==> src/rtl/exc_ctrl_pkg.sv <==
// exc_ctrl_pkg: shared CSR addresses, cause codes, mstatus bit indices and FSM states
package exc_ctrl_pkg;
    localparam logic [11:0] CSR_MSTATUS = 12'h300;
    localparam logic [11:0] CSR_MTVEC   = 12'h305;
    localparam logic [11:0] CSR_MEPC    = 12'h341;
    localparam logic [11:0] CSR_MCAUSE  = 12'h342;
    localparam logic [11:0] CSR_TRAPCNT = 12'hB03;
    localparam logic [31:0] CAUSE_DIV0  = 32'd24;
    localparam logic [31:0] CAUSE_OVF   = 32'd25;
    localparam logic [31:0] CAUSE_EXT   = 32'h8000_000B;
    localparam int MIE_BIT  = 3;
    localparam int MPIE_BIT = 7;
    typedef enum logic [1:0] {
        IDLE    = 2'd0,
        TRAP    = 2'd1,
        HANDLER = 2'd2,
        RETURN  = 2'd3
    } state_t;
endpackage

==> src/rtl/exc_ctrl_if.sv <==
// exc_ctrl_if: EX-stage flags, CSR port and flush/redirect outputs of the trap controller
interface exc_ctrl_if;
    logic        ex_valid;
    logic [31:0] ex_pc;
    logic        ex_div_by_zero;
    logic        ex_overflow;
    logic        ex_mret;
    logic        ext_irq;
    logic        csr_we;
    logic [11:0] csr_addr;
    logic [31:0] csr_wdata;
    logic [31:0] csr_rdata;
    logic        flush;
    logic        redirect_valid;
    logic [31:0] redirect_pc;
    logic        in_handler;
    modport master (
        output ex_valid, ex_pc, ex_div_by_zero, ex_overflow, ex_mret, ext_irq,
               csr_we, csr_addr, csr_wdata,
        input  csr_rdata, flush, redirect_valid, redirect_pc, in_handler
    );
    modport slave (
        input  ex_valid, ex_pc, ex_div_by_zero, ex_overflow, ex_mret, ext_irq,
               csr_we, csr_addr, csr_wdata,
        output csr_rdata, flush, redirect_valid, redirect_pc, in_handler
    );
endinterface

==> src/rtl/exc_ctrl_csr_file.sv <==
// exc_csr_file: machine trap CSRs with read mux and write masking; EXC_COUNT_EN adds a trap counter at 0xB03
module exc_csr_file
    import exc_ctrl_pkg::*;
#(
    parameter logic [31:0] MTVEC_RESET = 32'h0000_1000
) (
    input  logic        clk,
    input  logic        rst,
    input  logic        we,
    input  logic [11:0] addr,
    input  logic [31:0] wdata,
    output logic [31:0] rdata,
    input  logic        trap,
    input  logic [31:0] trap_cause,
    input  logic [31:0] trap_pc,
    input  logic        mret,
    output logic        mie,
    output logic [31:0] mtvec,
    output logic [31:0] mepc
);
    logic        mpie;
    logic [31:0] mcause, mstatus, cnt;
    always_comb begin
        mstatus = '0;
        mstatus[MIE_BIT] = mie;
        mstatus[MPIE_BIT] = mpie;
    end
    // Trap entry has priority over any software write in the same cycle.
    always_ff @(posedge clk) begin
        if (rst) begin
            mie    <= 1'b0;
            mpie   <= 1'b0;
            mtvec  <= {MTVEC_RESET[31:2], 2'b00};
            mepc   <= '0;
            mcause <= '0;
        end else if (trap) begin
            mepc   <= {trap_pc[31:1], 1'b0};
            mcause <= trap_cause;
            mpie   <= mie;
            mie    <= 1'b0;
        end else begin
            if (we && addr == CSR_MSTATUS) begin
                mie  <= wdata[MIE_BIT];
                mpie <= wdata[MPIE_BIT];
            end
            if (we && addr == CSR_MTVEC) mtvec <= {wdata[31:2], 2'b00};
            if (we && addr == CSR_MEPC) mepc <= {wdata[31:1], 1'b0};
            if (mret) begin
                mie  <= mpie;
                mpie <= 1'b1;
            end
        end
    end
`ifdef EXC_COUNT_EN
    always_ff @(posedge clk) begin
        if (rst) cnt <= '0;
        else if (trap) cnt <= cnt + {31'b0, ~&cnt};
        else if (we && addr == CSR_TRAPCNT) cnt <= wdata;
    end
`else
    assign cnt = '0;
`endif
    assign rdata = addr == CSR_MSTATUS ? mstatus :
                   addr == CSR_MTVEC   ? mtvec   :
                   addr == CSR_MEPC    ? mepc    :
                   addr == CSR_MCAUSE  ? mcause  :
                   addr == CSR_TRAPCNT ? cnt     : '0;
endmodule

==> src/rtl/exc_ctrl.sv <==
// exc_ctrl: EX-stage trap/mret controller driving flush and PC redirect (EXC_COUNT_EN enables trap counter)
module exc_ctrl
    import exc_ctrl_pkg::*;
#(
    parameter logic [31:0] MTVEC_RESET = 32'h0000_1000,
    parameter int          XLEN        = 32
) (
    input logic clk,
    input logic rst,
    exc_ctrl_if.slave bus
);
    state_t          state, state_n;
    logic            live, take, mret_take, mie, csr_we;
    logic [XLEN-1:0] cause, mtvec, mepc;
    assign live      = bus.ex_valid && (state == IDLE || state == HANDLER);
    assign take      = live && (bus.ex_div_by_zero || bus.ex_overflow || (bus.ext_irq && mie));
    assign cause     = bus.ex_div_by_zero ? CAUSE_DIV0 : bus.ex_overflow ? CAUSE_OVF : CAUSE_EXT;
    assign mret_take = live && state == HANDLER && bus.ex_mret && !take;
    // The EX instruction is being flushed during TRAP/RETURN, so its CSR write must not land.
    assign csr_we    = bus.csr_we && (state == IDLE || state == HANDLER);
    exc_csr_file #(.MTVEC_RESET(MTVEC_RESET)) u_csr (
        .clk       (clk),
        .rst       (rst),
        .we        (csr_we),
        .addr      (bus.csr_addr),
        .wdata     (bus.csr_wdata),
        .rdata     (bus.csr_rdata),
        .trap      (take),
        .trap_cause(cause),
        .trap_pc   (bus.ex_pc),
        .mret      (mret_take),
        .mie       (mie),
        .mtvec     (mtvec),
        .mepc      (mepc)
    );
    always_ff @(posedge clk) begin
        if (rst) state <= IDLE;
        else state <= state_n;
    end
    always_comb begin
        state_n            = state;
        bus.flush          = 1'b0;
        bus.redirect_valid = 1'b0;
        bus.redirect_pc    = '0;
        bus.in_handler     = 1'b0;
        case (state)
            IDLE: state_n = take ? TRAP : IDLE;
            TRAP: begin
                bus.flush          = 1'b1;
                bus.redirect_valid = 1'b1;
                bus.redirect_pc    = mtvec;
                state_n            = HANDLER;
            end
            HANDLER: begin
                bus.in_handler = 1'b1;
                state_n        = take ? TRAP : mret_take ? RETURN : HANDLER;
            end
            RETURN: begin
                bus.flush          = 1'b1;
                bus.redirect_valid = 1'b1;
                bus.redirect_pc    = mepc;
                state_n            = IDLE;
            end
        endcase
    end
endmodule

==> src/flat_wrapper.sv <==
// flat-port wrapper written by rule: the top's interface ports become plain ports
module exc_ctrl_flat import exc_ctrl_pkg::*;
#(
    parameter logic [31:0] MTVEC_RESET = 32'h0000_1000,
    parameter int          XLEN        = 32
)
  (clk, rst, bus_ex_valid, bus_ex_pc, bus_ex_div_by_zero, bus_ex_overflow, bus_ex_mret, bus_ext_irq, bus_csr_we, bus_csr_addr, bus_csr_wdata, bus_csr_rdata, bus_flush, bus_redirect_valid, bus_redirect_pc, bus_in_handler);
  exc_ctrl_if bus_i ();
  input logic clk;
  input logic rst;
  input wire logic [$bits(bus_i.ex_valid)-1:0] bus_ex_valid;
  input wire logic [$bits(bus_i.ex_pc)-1:0] bus_ex_pc;
  input wire logic [$bits(bus_i.ex_div_by_zero)-1:0] bus_ex_div_by_zero;
  input wire logic [$bits(bus_i.ex_overflow)-1:0] bus_ex_overflow;
  input wire logic [$bits(bus_i.ex_mret)-1:0] bus_ex_mret;
  input wire logic [$bits(bus_i.ext_irq)-1:0] bus_ext_irq;
  input wire logic [$bits(bus_i.csr_we)-1:0] bus_csr_we;
  input wire logic [$bits(bus_i.csr_addr)-1:0] bus_csr_addr;
  input wire logic [$bits(bus_i.csr_wdata)-1:0] bus_csr_wdata;
  output wire logic [$bits(bus_i.csr_rdata)-1:0] bus_csr_rdata;
  output wire logic [$bits(bus_i.flush)-1:0] bus_flush;
  output wire logic [$bits(bus_i.redirect_valid)-1:0] bus_redirect_valid;
  output wire logic [$bits(bus_i.redirect_pc)-1:0] bus_redirect_pc;
  output wire logic [$bits(bus_i.in_handler)-1:0] bus_in_handler;
  assign bus_i.ex_valid = bus_ex_valid;
  assign bus_i.ex_pc = bus_ex_pc;
  assign bus_i.ex_div_by_zero = bus_ex_div_by_zero;
  assign bus_i.ex_overflow = bus_ex_overflow;
  assign bus_i.ex_mret = bus_ex_mret;
  assign bus_i.ext_irq = bus_ext_irq;
  assign bus_i.csr_we = bus_csr_we;
  assign bus_i.csr_addr = bus_csr_addr;
  assign bus_i.csr_wdata = bus_csr_wdata;
  assign bus_csr_rdata = bus_i.csr_rdata;
  assign bus_flush = bus_i.flush;
  assign bus_redirect_valid = bus_i.redirect_valid;
  assign bus_redirect_pc = bus_i.redirect_pc;
  assign bus_in_handler = bus_i.in_handler;
  exc_ctrl #(.MTVEC_RESET(MTVEC_RESET), .XLEN(XLEN)) u_core (.clk(clk), .rst(rst), .bus(bus_i));
endmodule
==> config.mk <==
export PLATFORM = sky130hd
export DESIGN_NAME = exc_ctrl_flat
export DESIGN_NICKNAME = d
export VERILOG_FILES = /design/src/rtl/exc_ctrl_pkg.sv /design/src/rtl/exc_ctrl_if.sv /design/src/rtl/exc_ctrl_csr_file.sv /design/src/rtl/exc_ctrl.sv /design/src/flat_wrapper.sv
export SDC_FILE = /design/constraint.sdc
export NUM_CORES = 1
export LEC_CHECK = 0
export ABC_AREA = 1
export BUFFER_PORTS_ARGS = -buffer_cell sky130_fd_sc_hd__buf_2
export CAP_MARGIN = 5
export CORE_MARGIN = 3
export CORE_UTILIZATION = 40
export DETAILED_ROUTE_END_ITERATION = 6
export MAX_ROUTING_LAYER = met4
export PLACE_DENSITY = 0.7
export SLEW_MARGIN = 20
export SYNTH_ARGS = -nofsm -noshare
export SYNTH_HDL_FRONTEND = slang
export SYNTH_SLANG_ARGS = --single-unit
==> constraint.sdc <==
create_clock -name clk -period 3.4 [get_ports clk]
set_input_delay 0.68 -clock clk [delete_from_list [all_inputs] [get_ports clk]]
set_output_delay 0.68 -clock clk [all_outputs]
set_load 0.1 [all_outputs]
---- Word level (Yosys, flattened, before mapping) ----
Index checks and enable logic that the tools add are counted.
word-level totals
  word-level logic and storage cells ...... 55
  input bits .............................. 84
  flip-flop bits (word level) ............. 97
operators by class
  eq/ne operators ......................... 7
  mux-type cells .......................... 20
  reduce and logical (&&, ||, !) cells .... 21
  bitwise logic cells ..................... 1
operators with widths
  operator                                                                 number
  32-bit 2-to-1 mux                                                        8
  32-bit one-hot mux with 2 select lines                                   1
  12-bit by 10-bit equality test with 1-bit output, second input constant  4
  1-bit logical AND                                                        10
  1-bit 2-to-1 mux                                                         9
  2-bit one-hot mux with 4 select lines                                    1
  2-bit equality test, second input constant                               2
  2-bit nonzero test                                                       2
  2-bit OR reduction                                                       2
  1-bit logical OR                                                         3
  3-bit nonzero test                                                       1
  2-bit by 1-bit equality test with 1-bit output, second input constant    1
  2-bit logical NOT                                                        1
  2-bit 2-to-1 mux                                                         1
  2-bit AND reduction                                                      1
  1-bit logical NOT                                                        1
  1-bit inverter                                                           1

---- Logic depth before layout (Yosys ltp) ----
  word-level depth ........................ 9
  depth in mapped cells ................... 10
  depth with buffers taken out ............ 9

---- Modules after synthesis ----
Synthesis repeated with hierarchy kept, for this count alone.
unflattened totals
  cell total of the unflattened synthesis .. 921
  area total of the unflattened synthesis .. 5,688.0 µm²
modules (own cells, without submodules)
  module        times used  area each (µm²)  cells an instance
  exc_csr_file  1           4,966.0          785
  exc_ctrl      1           721.9            136

---- Least setup slack after synthesis ----
No wires, ideal clock.
  kind .................................... input to output
  start ................................... input port bus_csr_addr[7]
  end ..................................... output port bus_csr_rdata[0]
  path slack .............................. -1,337 ps
  cell stages on the path ................. 5
  data arrival time ....................... 4,057 ps
  path through ............................ inv_1 > nand2_1 > nor2_2 > inv_1 > nor4_1
between the ends
  longest elaborated chain between the ends .. 5
  elaborated cells on any way between the ends .. 8
RTL lines
  element                                           RTL line                 text
  start: declaration                                flat_wrapper.sv:18       input wire logic [$bits(bus_i.csr_addr)-1:0] bus_csr_addr;
  12-bit by 10-bit equality test with 1-bit output  exc_ctrl_csr_file.sv:66  addr == CSR_MCAUSE ? mcause :
  32-bit 2-to-1 mux                                 exc_ctrl_csr_file.sv:66
  32-bit 2-to-1 mux                                 exc_ctrl_csr_file.sv:65  addr == CSR_MEPC ? mepc :
  32-bit 2-to-1 mux                                 exc_ctrl_csr_file.sv:64  addr == CSR_MTVEC ? mtvec :
  32-bit 2-to-1 mux (*)                             exc_ctrl_csr_file.sv:63  assign rdata = addr == CSR_MSTATUS ? mstatus :
  end: declaration                                  flat_wrapper.sv:20       output wire logic [$bits(bus_i.csr_rdata)-1:0] bus_csr_rdata;
Mark *: on every way between the ends. The rest lies on a longest branch, timed or not.

---- Final worst setup path ----
  start ................................... input port bus_csr_addr[10]
  end ..................................... output port bus_csr_rdata[28]
The elaborated chain is that of the path after synthesis.

==> metrics.md <==
| Metric | Value |
|---|---|
| Commonest cells post-synth | nand2_1, nor2_1, inv_1, dfxtp_1, o22ai_1 |
| Status | finished, final reports clean |
| R2R Path End | u_core.u_csr.mpie |
| Routed Antenna Nets | 0 |
| Nets | 860 |
| Max-slew violation count | 0 |
| FMAX | 336 MHz |
| Final Util | 0.580 |
| TritonRoute pass-1 iters | 5 |
| Synth area leaders | dfxtp_1, nand2_1, nor2_1, o22ai_1, inv_1 |
| Post-synth top flop | dfxtp_1 |
| Cell Pwr Density | 350 mW/mm2 |
| Tmin final | 2970 ps |
| Via Count | 4656 |
| Power, Total | 0.00192 W |
| Top-count cell post-synth | nand2_1 |
| Sequential share of power | 0.447 |
| Die H | 106 um |
| Post-Syn Area | 0.00399 mm2 |
| Gpl congestion | 0.885 |
| Combinational share of power | 0.167 |
| Critical Path End Type | output pin |
| Post-CTS sizing | 0 |
| Period utilization | 0.874 |
| Startpoint class of the critical path | input pin |
| Skew-Pair Late Insertion Delay | 350 ps |
| First-pass GRT wire length | 22000 um |
| Switch share | 0.291 |
| Antenna violations before repair | 0 |
| Top cell type's share of synthesized area | 0.347 |
| Die X-Extent | 106 um |
| Final setup violation count | 0 |
| Ys async rst share | 0 |
| Initial core utilization | 0.421 |
| Vias in the first global route | 4633 |
| # clock sinks | 69 |
| Total track usage | 0.246 |
| Final Routed Wirelength | 13500 um |
| Clk slew on worst S/H paths | 80 ps |
| Number of flops mapped to enable cells by yosys | 0 |
| Post-CTS Setup Bufs | 0 |
| Placement row count | 35 |
| Worst Skew | 8.45 ps |
| Largest net degree at the start of global routing | 38 |
| VDD IR-drop max | 0.000223 V |
| Pleak | 2.63 nW |
| Mapped Cells | 650 |
| Core Footprint | 0.00946 mm2 |
| Routed wire length per instance | 14.8 um |
| CP Class | in2out |
| FF-to-FF setup slack | 1310 ps |
| Die area | 0.0112 mm2 |
| CTS max path bufs | 2 |
| CP required | 2720 ps |
| Worst r2r path cells | 7 |
| Hold_sp | u_core.u_csr.mepc[6] |
| Post-Syn Nets | 734 |
| CP arrival | 2290 ps |
| Syn Area/Cell | 6.13 um2 |
| HPWL Detailed | 9310 um |
| Hold EP | u_core.u_csr.mepc[6] |
| Seq/Total Area, Yosys | 0.347 |
| Drt drc | 0 |
| RSZ-0062 raised after global routing | false |
| Yosys warning count | 0 |
| CTS tree | yes |
| Total number of H-tree levels | 3 |
| CTS Buf Count | 9 |
| CP Max Fanout | 18 |
| Fin. Hold Viols | 0 |
| Rel. slew slack | 0.562 |
| DR vias/cell | 5.12 |
| CTS Root Cell | clkbuf_8 |
| Hold-fix buffers, CTS | 0 |
| I/O Buffers | 147 |
| Max-capacitance violation count | 0 |
| Slew @ Worst Pin | 656 ps |
| Drt initial violations | 301 |
| Largest area contributor in the netlist | dfxtp_1 |
| Internal power | 0.00136 W |
| HP Class | reg2reg |
| Grt total ovfl | 0 |
| Crit. Startpoint | bus_csr_addr[10] |
| I/O pins | 151 |
| Hold WS | 487 ps |
| Share of post-route cells with drive strength above 1 | 0.265 |
| Antenna cells | 0 |
| Area Growth Syn to Fin | 37.7% |
| Synthesized flop and latch total | 69 |
| Hold path cells | 2 |
| Sw Pwr | 0.000559 W |
| Clk pwr share | 0.385 |
| Worst r2r src | u_core.state[0] |
| Synth unique cells | 28 |
-- cell type report --
cell class / instances / area, um2
Fill cell: 931 / 3970
Multi-Input combinational cell: 452 / 2150
Sequential cell: 69 / 1380
Timing Repair Buffer: 158 / 1250
Inverter: 86 / 323
Tap cell: 129 / 161
Clock buffer: 10 / 128
Clock inverter: 6 / 87.6
-- worst max-delay path: stages --
cell	delay [ps]
buf_2	100
inv_1	50
nand2_1	50
nor2_1	230
nand3_4	270
buf_4	330
o22ai_1	330
buf_12	220
-- per-stage QoR --
stage          area [um2]  worst slack, ps  std cells  TNS [ps]
3_5_place_dp         5270              422        894         0
2_1_floorplan        4090             -283        650     -3730
4_1_cts              5490              418        910         0
3_3_place_gp         5270              446        894         0
6_report             5490              428        910         0
5_1_grt              5490              257        910         0
-- placed cells by master (no fill, tap or decap), drive strengths merged, types with 2 or more instances in the layout --
| cell type | n |
|---|---|
| nand2 | 167 |
| o22ai | 54 |
| nor2 | 119 |
| inv | 86 |
| bufinv | 2 |
| a21oi | 19 |
| o211ai | 2 |
| dfxtp | 69 |
| clkbuf | 10 |
| o21ai | 36 |
| clkinvlp | 3 |
| buf | 158 |
| nand3 | 49 |
-- metal layers --
metal | up-vias | track usage | routed length (um)
li1 | 2305 | - | -
met1 | 2132 | 0.310 | 5810
met2 | 207 | 0.401 | 6390
met3 | 12 | 0.0435 | 1120
met4 | 0 | 0.0777 | 160
met5 | - | - | 0
-- power by group through the flow --
stage	registers [W]	clock network, W	logic, W
5_1_grt	0.000862	0.000788	0.000360
6_report	0.000859	0.000740	0.000321
3_3_place_gp	0.000876	0	0.000311
4_1_cts	0.000859	0.000749	0.000321
2_1_floorplan	0.000871	0	0.000225
3_5_place_dp	0.000878	0	0.000319
-- state kept, by name, indices dropped and copies added (netlist names) --
signal / flops
u_core.u_csr.mepc: 31
u_core.u_csr.mtvec: 30
u_core.u_csr.mie: 1
u_core.u_csr.mpie: 1
u_core.u_csr.mcause: 4
u_core.state: 2
-- how the worst max path moves through the flow --
| stage | endpoint | slack, ps | depth (start not counted) |
|---|---|---|---|
| 2_1_floorplan | bus_csr_rdata[21] | -280 | 7 |
| 3_3_place_gp | bus_csr_rdata[28] | 450 | 8 |
| 3_5_place_dp | bus_csr_rdata[22] | 420 | 8 |
| 4_1_cts | bus_csr_rdata[22] | 420 | 8 |
| 5_1_grt | bus_csr_rdata[3] | 260 | 11 |
| 6_report | bus_csr_rdata[28] | 430 | 8 |
-- logic make-up after synthesis --
group	count (synthesis)	synth area share
other	1	0.000941
AND/OR/NAND/NOR	339	0.356
AO/OA/AOI/OAI	112	0.159
flip-flops	69	0.347
buffers and inverters	129	0.137
No activity file was read; power rests on OpenSTA's default activity.
